[config.mk]
export PLATFORM = sky130hd
export DESIGN_NAME = led_pattern_seq
export DESIGN_NICKNAME = d
export VERILOG_FILES = /design/src/rtl/led_pattern_seq.sv
export SDC_FILE = /design/constraint.sdc
export NUM_CORES = 1
export LEC_CHECK = 0
export BUFFER_PORTS_ARGS = -buffer_cell sky130_fd_sc_hd__buf_2
export CAP_MARGIN = 40
export CORE_MARGIN = 2
export CORE_UTILIZATION = 30
export DETAILED_ROUTE_END_ITERATION = 10
export MAX_ROUTING_LAYER = met4
export PLACE_DENSITY = 0.49
export SETUP_SLACK_MARGIN = 0.15
export SKIP_LAST_GASP = 1
export SLEW_MARGIN = 20
export SYNTH_ARGS = -nofsm -noshare
export SYNTH_HDL_FRONTEND = slang
export SYNTH_SLANG_ARGS = --single-unit
export TNS_END_PERCENT = 100
[constraint.sdc]
create_clock -name clk -period 2.7 [get_ports clk]
set_clock_uncertainty 0.2 [all_clocks]
set_input_delay 0.135 -clock clk [delete_from_list [all_inputs] [get_ports clk]]
set_output_delay 0.135 -clock clk [all_outputs]
set_load 0.01 [all_outputs]
[src/rtl/led_pattern_seq.sv]
// led_pattern_seq: steps through a small pattern table and drives the selected
// pattern onto the LEDs. A prescaler sets the step rate. The index walks the
// table in wrap, bounce, one-shot or hold mode.
// Build option: define LED_PAT_WRITE_EN to make the pattern table writable
// through wr_en/wr_addr/wr_data. Without it, the table is a constant one-hot walk.
module led_pattern_seq #(
  parameter int WIDTH  = 4,
  parameter int ADDR_W = 3,
  parameter int DIV_W  = 16
) (
  input  logic              clk,
  input  logic              rst_n,
  input  logic              en,
  input  logic [1:0]        mode,
  input  logic [DIV_W-1:0]  period,
  input  logic              restart,
  input  logic              wr_en,
  input  logic [ADDR_W-1:0] wr_addr,
  input  logic [WIDTH-1:0]  wr_data,
  output logic [WIDTH-1:0]  led_out,
  output logic [ADDR_W-1:0] step_idx,
  output logic              done
);

  localparam int N = 2 ** ADDR_W;
  localparam logic [ADDR_W-1:0] IDX_LAST = '1;
  localparam logic [ADDR_W-1:0] IDX_PEN  = IDX_LAST - 1'b1;
  localparam logic [ADDR_W-1:0] IDX_ONE  = ADDR_W'(1);

  typedef enum logic [1:0] {
    MODE_WRAP    = 2'b00,
    MODE_BOUNCE  = 2'b01,
    MODE_ONESHOT = 2'b10,
    MODE_HOLD    = 2'b11
  } mode_e;

  // Power-up table contents: a one-hot walk across the LEDs.
  function automatic logic [WIDTH-1:0] init_pat(input int i);
    return WIDTH'(1) << (i % WIDTH);
  endfunction

  mode_e                cur_mode;
  logic [DIV_W-1:0]     cnt;
  logic                 tick;
  logic [ADDR_W-1:0]    idx, idx_d;
  logic                 dir_up, dir_d;
  logic                 done_d;
  logic [WIDTH-1:0]     rd_data;

  assign cur_mode = mode_e'(mode);
  assign tick     = en && (cnt == period);
  assign step_idx = idx;

  // Prescaler: count 0..period while enabled, and emit a tick on the final count.
  always_ff @(posedge clk or negedge rst_n) begin
    // NOTE: state registers use non-blocking assignments so that every flop samples pre-edge values.
    if (!rst_n)        cnt <= '0;
    else if (restart)  cnt <= '0;
    else if (en)       cnt <= tick ? '0 : cnt + 1'b1;
  end

  // Next index, direction and done flag for the current mode.
  always_comb begin
    // NOTE: every output gets a default first, so no path can infer a latch.
    idx_d  = idx;
    dir_d  = dir_up;
    done_d = done;
    if (cur_mode != MODE_ONESHOT) done_d = 1'b0;
    if (restart) begin
      idx_d  = '0;
      dir_d  = 1'b1;
      done_d = 1'b0;
    end else if (tick) begin
      unique case (cur_mode)
        MODE_WRAP: idx_d = idx + 1'b1;
        MODE_BOUNCE: begin
          if (dir_up) begin
            if (idx == IDX_LAST) begin
              idx_d = idx - 1'b1;
              dir_d = 1'b0;
            end else begin
              idx_d = idx + 1'b1;
              dir_d = (idx != IDX_PEN);
            end
          end else begin
            if (idx == '0) begin
              idx_d = idx + 1'b1;
              dir_d = 1'b1;
            end else begin
              idx_d = idx - 1'b1;
              dir_d = (idx == IDX_ONE);
            end
          end
        end
        MODE_ONESHOT: begin
          if (!done) begin
            if (idx == IDX_LAST) begin
              done_d = 1'b1;
            end else begin
              idx_d  = idx + 1'b1;
              done_d = (idx == IDX_PEN);
            end
          end
        end
        MODE_HOLD: ;
        default: ;
      endcase
    end
  end

  // Sequencer state register.
  always_ff @(posedge clk or negedge rst_n) begin
    if (!rst_n) begin
      idx    <= '0;
      dir_up <= 1'b1;
      done   <= 1'b0;
    end else begin
      idx    <= idx_d;
      dir_up <= dir_d;
      done   <= done_d;
    end
  end

`ifdef LED_PAT_WRITE_EN
  logic [WIDTH-1:0] pat_mem [N];

  // Writable pattern table, reloaded with the one-hot walk on reset.
  always_ff @(posedge clk or negedge rst_n) begin
    // NOTE: the table is reset in place, so every run starts from a known pattern; this keeps it in flops, not RAM.
    if (!rst_n) begin
      for (int i = 0; i < N; i++) pat_mem[i] <= init_pat(i);
    end else if (wr_en) begin
      pat_mem[wr_addr] <= wr_data;
    end
  end

  assign rd_data = pat_mem[idx];
`else
  logic unused_wr;

  assign unused_wr = ^{wr_en, wr_addr, wr_data};
  assign rd_data   = init_pat(int'(idx));
`endif

  // Registered LED drive; it follows the table entry selected by the current index.
  always_ff @(posedge clk or negedge rst_n) begin
    if (!rst_n) led_out <= '0;
    else        led_out <= rd_data;
  end

endmodule

==> impl_results.md, run 1 <==
- PD cells: 375 mW/mm^2
- Clock Latency Late Sink: 0.27 ns
- Main area contributors after synthesis: dfrtp_1 (40%), xor2_1 (15%), ha_1 (5.9%), nor2_1 (5.3%), xnor2_1 (4.1%)
- Clk buf depth: 2
- CP Launch Type: flop
- Pre-antenna DRT Iters: 4
- Most numerous cell in the Yosys netlist: xor2_1
- CP required: 2.71 ns
- Final number of setup-violating endpoints: 0
- Rel. slew slack: 0.601
- RSZ-0062 raised after global routing: no
- Tightest Pin Transition: 0.594 ns
- Slew Limit Fails: 0
- Final core occ: 0.379
- Worst hold path type: input pin to flop
- CTS tree: done
- Post-synth top area share: 0.403
- Mean post-synth cell area: 9.67 um^2
- Final WL: 3.35 mm
- Antenna-violating nets left: 0
- Count of different cell masters after synthesis: 36
- Vias: 1191
- Final net count: 227
- Grt total ovfl: 0
- Vias/cell: 4.65
- Max Cap Viol: 0
- Crit Path Category: flop to flop
- Placer Congestion: 0.760
- Avg WL per Cell: 13.1 um
- Seq. cell area: 627 um^2
- Main flop type after synthesis: dfrtp_1
- CTS Root Cell: clkbuf_8
- CP max-delay cell: or4_1
- Reg clk slew, reported paths: 0.09 ns
- N_diodes: 0
- CP peak stage delay: 0.47 ns
- Core area: 0.00475 mm^2
- Row Count: 25
- CP Buf/Inv Count: 1
- Final period util: 0.860
- Synth async-reset ratio: 1.00
- Global Route Usage Sum: 0.139
- Synth Instances: 154
- Max FO, Critical Path: 10
- Pin count of the biggest net entering global routing: 26
- Max H-tree Level: 1
- 1st-iter DRT viols: 36
- Initial core utilization: 0.313
- Placed wire-length estimate: 2.53 mm
- Crit-path cells: xor2_1 > nor4_1 > nand3_1 > buf_4 > or4_1 > a21oi_1
- Die Span X: 74.5 um
- CTS sink cnt: 25
- Final min period: 2.32 ns
- Height of the die: 74.5 um
- CP top delay family: simple AND/OR/NAND/NOR gates
- Leakage power total: 0.818 nW
- First-pass GRT wire length: 5.66 mm
- Warnings from Yosys: 0
- Flops & latches, synth: 25
- Port-buffer cells: 29
- Worst Path Arrival: 2.33 ns
- Antenna violations before repair: 0
- # IOs: 38
- Vias in the first global route: 1193
- Dominant cell type by area after synthesis: dfrtp_1
- Setup repair bufs after CTS: 0
- Status: finished, final reports clean
- Filler instances: 505
- Area grow syn2layout: 20.9%
- Maximum clock frequency: 0.431 GHz
- Residual DRC: 0
- Synth Cell Area: 0.00149 mm^2
- Synth top cells by count: xor2_1 (25), dfrtp_1 (24), nor2_1 (21)
- Fin. Hold Viols: 0
- Seq/Total Area, Yosys: 0.421
- Post-synth EDFFs: 0
- TritonCTS buffer count: 3
- Area occupied by multi-input gates: 826 um^2
- Synthesized net count: 191
- DIE AREA: 0.00554 mm^2
- CP endpoint kind: flop
- Final setup TNS: 0 ns
- Share of layout cells above drive strength 1: 0.196
- VDD IR max: 0.000183 V
[routing by layer]
metal  track usage  vias up  part of all wire
met4        0.0298        0            0.0086
li1              -      595                 -
met5             -        -                 0
met2         0.231       30              0.47
met3        0.0312        5             0.047
met1         0.175      561              0.47
[layout make-up]
type / count / area share
repair buffers: 35 / 0.111
well taps: 67 / 0.0466
flip-flops and latches: 25 / 0.348
inverters: 5 / 0.0104
multi-input cells: 120 / 0.459
clock buffers: 4 / 0.0250
[flip-flops by register name (all words and copies together), names as in the netlist]
name and flops:
led_out 4, dir_up 1, step_idx 3, cnt 16
done 1
[worst register-to-register path: cells and delay by family, from the launching register on]
family                    cells  cell delay [ns]
and+or+nand+nor               3             1.08
xor gates and xnor gates      1             0.18
buffers and inverters         1             0.21
DFF                           1             0.45
AOI/OAI and AO/OA             1             0.14
[path summary, 6_finish.rpt]
check | startpoint | endpoint | slack [ns] | cells after the start
max | cnt[9] | step_idx[0] | 0.38 | 6
min | mode[1] | done | 0.03 | 4
max reg2reg | cnt[9] | step_idx[0] | 0.38 | 6
min reg2reg | done | done | 0.37 | 1
max in group asynchronous | rst_n | cnt[11] | 1.71 | 2
min in group asynchronous | rst_n | done | 0.20 | 2
[per-stage QoR]
stage	setup WS, ns	cells	power, mW	hold WS, ns	area [um^2]
after floorplan	0.551	154	0.414	-0.361	1490
after global placement	0.407	248	0.449	-0.0273	1720
after detailed placement	0.368	248	0.450	-0.0270	1720
after CTS	0.348	256	0.690	0.0243	1800
after global routing	0.184	256	0.708	0.0795	1800
final	0.378	256	0.675	0.0327	1800
[placed cells by master, fill, tap and decap left out, drive strengths merged, types with 2 or more instances in the layout]
cell,synthesis,final
buf,2,31
xor2,25,25
dfrtp,24,24
nor2,21,21
nand2,8,8
xnor2,7,7
ha,7,7
nand3,6,6
inv,5,5
a21oi,5,5
nor3,5,5
nand2b,5,5
or4,4,4
dlygate4sd3,0,4
nor4,4,4
clkbuf,2,4
nor2b,3,3
nand4,2,2
o211ai,2,2
o21ai,2,2
[repair_timing]
item / in CTS / in global routing
hold buffers: 4 / 0
hold endpoints to repair: 28 / 0
resized for setup: 0 / 0
[logic make-up after synthesis]
family / after synthesis / share of synthesized area
simple gates: 62 / 0.220
buf+inv: 9 / 0.0244
fa+ha+maj: 7 / 0.0588
compound gates: 18 / 0.0807
xor+xnor: 32 / 0.188
flops: 25 / 0.421
mux: 1 / 0.00672
[power by group]
group          switching, mW  internal [mW]  total, mW  leakage [nW]
clock network          0.124          0.106      0.230        0.0228
logic                 0.0361         0.0292     0.0653         0.455
registers            0.00342          0.376      0.380         0.339
total                  0.164          0.511      0.675         0.818
Note: power is estimated with default switching activity, not from simulation.
==> inputs of run 2 (changes only) <==
Settings changed: ABC_AREA set to 1.
==> run 2 against run 1 <==
  * Worst hold slack gained 0.11 ns
  * Clock-buffer cell count fell by 1
  * Power is 17% higher
  * Clock power barely moved
  * Cell area is 7.4% higher
  * Sequential share of layout area is 2.4 points lower
  * Setup slack better by 0.21 ns
  * First-iteration DRC count did not move
  * Register-to-register slack better by 0.21 ns
  * Flip-flop and latch count unchanged
==> impl_results.md, run 2 <==
- Slew Limit Fails: 0 (unchanged)
- 1st-iter DRT viols: 36 (unchanged)
- TritonCTS buffer count: 3 (unchanged)
- Most numerous cell in the Yosys netlist: nand2_1
- Synth top cells by count: nand2_1 (63), nor2_1 (35), inv_1 (27), dfrtp_1 (24), nand3_1 (9)
- Tightest Pin Transition: 0.661 ns (+0.0671 ns)
- Rel. slew slack: 0.553 (-0.0486)
- CP top delay family: compound AO/OA/AOI/OAI gates
- Worst hold path type: input pin to flop
- Grt total ovfl: 0 (unchanged)
- Avg WL per Cell: 10.7 um (-18%)
- Final number of setup-violating endpoints: 0 (unchanged)
- Placer Congestion: 0.784 (+3.2%)
- Reg2Reg Depth: 6 (unchanged)
- Vias: 1393 (+17%)
- Maximum clock frequency: 0.473 GHz (+9.9%)
- Seq/Total Area, Yosys: 0.385 (-0.0356)
- Worst Setup EP: step_idx[1]
- Synthesized net count: 262 (+37%)
- Status: finished, final reports clean
- Most frequent cells in the layout: nand2_1 (63), nor2_1 (35), buf_2 (29), inv_1 (27), dfrtp_1 (24)
- CP peak stage delay: 0.61 ns (+0.14 ns)
- Row Count: 26 (+4.0%)
- Hold slack: 0.146 ns (+0.114 ns)
- Warnings from Yosys: 0 (unchanged)
- Max Cap Viol: 0 (unchanged)
- Residual DRC: 0 (unchanged)
- PD cells: 407 mW/mm^2 (+8.6%)
- # IOs: 38 (unchanged)
- Clock Latency Late Sink: 0.27 ns (about the same)
- Reg-to-Reg End: step_idx[1]
- Count of different cell masters after synthesis: 26 (-28%)
- Clk buf depth: 2 (unchanged)
- Pre-CTS setup slack: 0.601 ns (+0.233 ns)
- N_diodes: 0 (unchanged)
- Final setup TNS: 0 ns (unchanged)
- Commonest non-fill, non-tap cell in the layout: nand2_1
- CP endpoint kind: flop
- Main flop type after synthesis: dfrtp_1
- Post-synth top area share: 0.369 (-0.0341)
- CP required: 2.67 ns (-0.04 ns)
- CTS sink cnt: 25 (unchanged)
- CP Buf/Inv Count: 0 (-1)
- Critical Path Start: step_idx[0]
- Final Instance Count excl. Fillers: 330 (+29%)
- CTS tree: done
- DIE AREA: 0.00603 mm^2 (+8.7%)
- Synth async-reset ratio: 1.00 (unchanged)
- Post-synth EDFFs: 0 (unchanged)
- Setup repair bufs after CTS: 0 (unchanged)
- Dominant cell type by area after synthesis: dfrtp_1
- Synth Cell Area: 0.00163 mm^2 (+9.2%)
- Crit Path Category: flop to flop
- Antenna violations before repair: 0 (unchanged)
- RSZ-0062 raised after global routing: no
- Max FO, Critical Path: 6 (-4)
- Main area contributors after synthesis: dfrtp_1 (37%), nand2_1 (15%), nor2_1 (8.1%), inv_1 (6.2%), ha_1 (5.4%)
- Reg2reg start: step_idx[0]
- Fin. Hold Viols: 0 (unchanged)
- Vias in the first global route: 1320 (+11%)
- Max H-tree Level: 1 (unchanged)
- Die Span X: 77.6 um (+4.3%)
- Vias/cell: 4.22 (-9.3%)
- Final net count: 298 (+31%)
- Final period util: 0.782 (-0.0777)
- Final WL: 3.53 mm (+5.4%)
- Initial core utilization: 0.314 (+0.00131)
- CP Launch Type: flop
- Crit-path cells: ha_1 > ha_1 > o311ai_1 > nand2_2 > nand2_1 > nand2_1
- Antenna-violating nets left: 0 (unchanged)
- CP max-delay cell: o311ai_1
- Worst Path Arrival: 2.08 ns (-0.25 ns)
- Synth Instances: 225 (+46%)
- Setup WS post-layout: 0.588 ns (+0.210 ns)
- Share of layout cells above drive strength 1: 0.196 (+0.000387)
- Port-buffer cells: 29 (unchanged)
- Global Route Usage Sum: 0.127 (-0.0123)
- Core area: 0.00517 mm^2 (+8.8%)
- Flops & latches, synth: 25 (unchanged)
- Reg2reg setup slack: 0.59 ns (+0.21 ns)
- Final min period: 2.11 ns (-0.210 ns)
- Placed wire-length estimate: 2.66 mm (+5.2%)
- Mean post-synth cell area: 7.23 um^2 (-25%)
- Reg clk slew, reported paths: 0.09 ns (about the same)
- CTS hold repair buffers: 5 (+1)
- Cells after DPL: 321 (+29%)
- Top reg by flops: cnt
- Worst path depth: 6 (unchanged)
- First-pass GRT wire length: 5.91 mm (+4.5%)
- Number of gates resized after CTS: 0 (unchanged)
- Max FFs per register: 16 (unchanged)
- CTS Root Cell: clkbuf_8
- VDD IR max: 0.000252 V (+38%)
- Pre-antenna DRT Iters: 4 (unchanged)
- Pin count of the biggest net entering global routing: 26 (unchanged)
- Height of the die: 77.6 um (+4.3%)
- Leakage power total: 0.999 nW (+22%)
- Area grow syn2layout: 18.9%
## run 2: cell count changes in the layout (fill, tap and decap cells not counted), sizes merged, moves of 5 or more
cell,delta
nor2,+18
inv,+29
xor2,-17
nand2b,-5
nand2,+57
## run 2: cells by family (layout without fill, tap and decap cells)
family | Yosys count | count (layout) | synth area share
buffers and inverters | 37 | 72 | 0.0915
AO/OA/AOI/OAI | 11 | 11 | 0.0377
flip-flops | 25 | 25 | 0.385
XOR/XNOR | 15 | 15 | 0.0808
adder cells (fa/ha/maj) | 7 | 7 | 0.0538
AND/OR/NAND/NOR | 130 | 130 | 0.351
## run 2: metal layers
| layer | GRT usage | part of all wire | vias to the layer above |
|---|---|---|---|
| met2 | 0.204 | 0.47 | 13 |
| met5 | - | 0 | - |
| met3 | 0.0186 | 0.022 | 2 |
| met1 | 0.167 | 0.51 | 612 |
| li1 | - | - | 766 |
| met4 | 0.0375 | 0.0071 | 0 |
## run 2: worst min path at each step
stage / to / cells after the start / slack (ns) / start
final: dir_up / 8 / 0.15 / mode[0]
after global routing: step_idx[2] / 4 / 0.20 / mode[0]
after CTS: dir_up / 8 / 0.14 / mode[0]
after detailed placement: led_out[1] / 1 / -0.02 / rst_n
after global placement: led_out[1] / 1 / -0.02 / rst_n
after floorplan: cnt[0] / 0 / -0.36 / rst_n
## run 2: power breakdown
part	internal [mW]	total [mW]	switching [mW]
sequential	0.394	0.411	0.0174
combinational	0.0624	0.146	0.0831
clock	0.103	0.231	0.128
## run 2: worst register-to-register path, stage by stage (launching register included)
cell and delay (ns):
dfrtp_1 0.45, ha_1 0.26, ha_1 0.22, o311ai_1 0.62, nand2_2 0.14, nand2_1 0.08
nand2_1 0.05
## run 2: layout make-up
class	instances	area, um^2
Timing Repair Buffer	34	195
Inverter	34	128
Tap cell	70	87.6
Sequential cell	25	627
Clock inverter	1	5.00
Fill cell	578	3240
Multi-Input combinational cell	163	851
Clock buffer	3	41.3
## run 2: per-stage QoR
stage / power [mW] / utilization / instance area (um^2)
2_1_floorplan: 0.500 / - / 1630
3_3_place_gp: 0.561 / 0.355 / 1840
3_5_place_dp: 0.561 / 0.355 / 1840
4_1_cts: 0.802 / 0.374 / 1930
5_1_grt: 0.836 / 0.374 / 1930
6_report: 0.788 / 0.374 / 1930
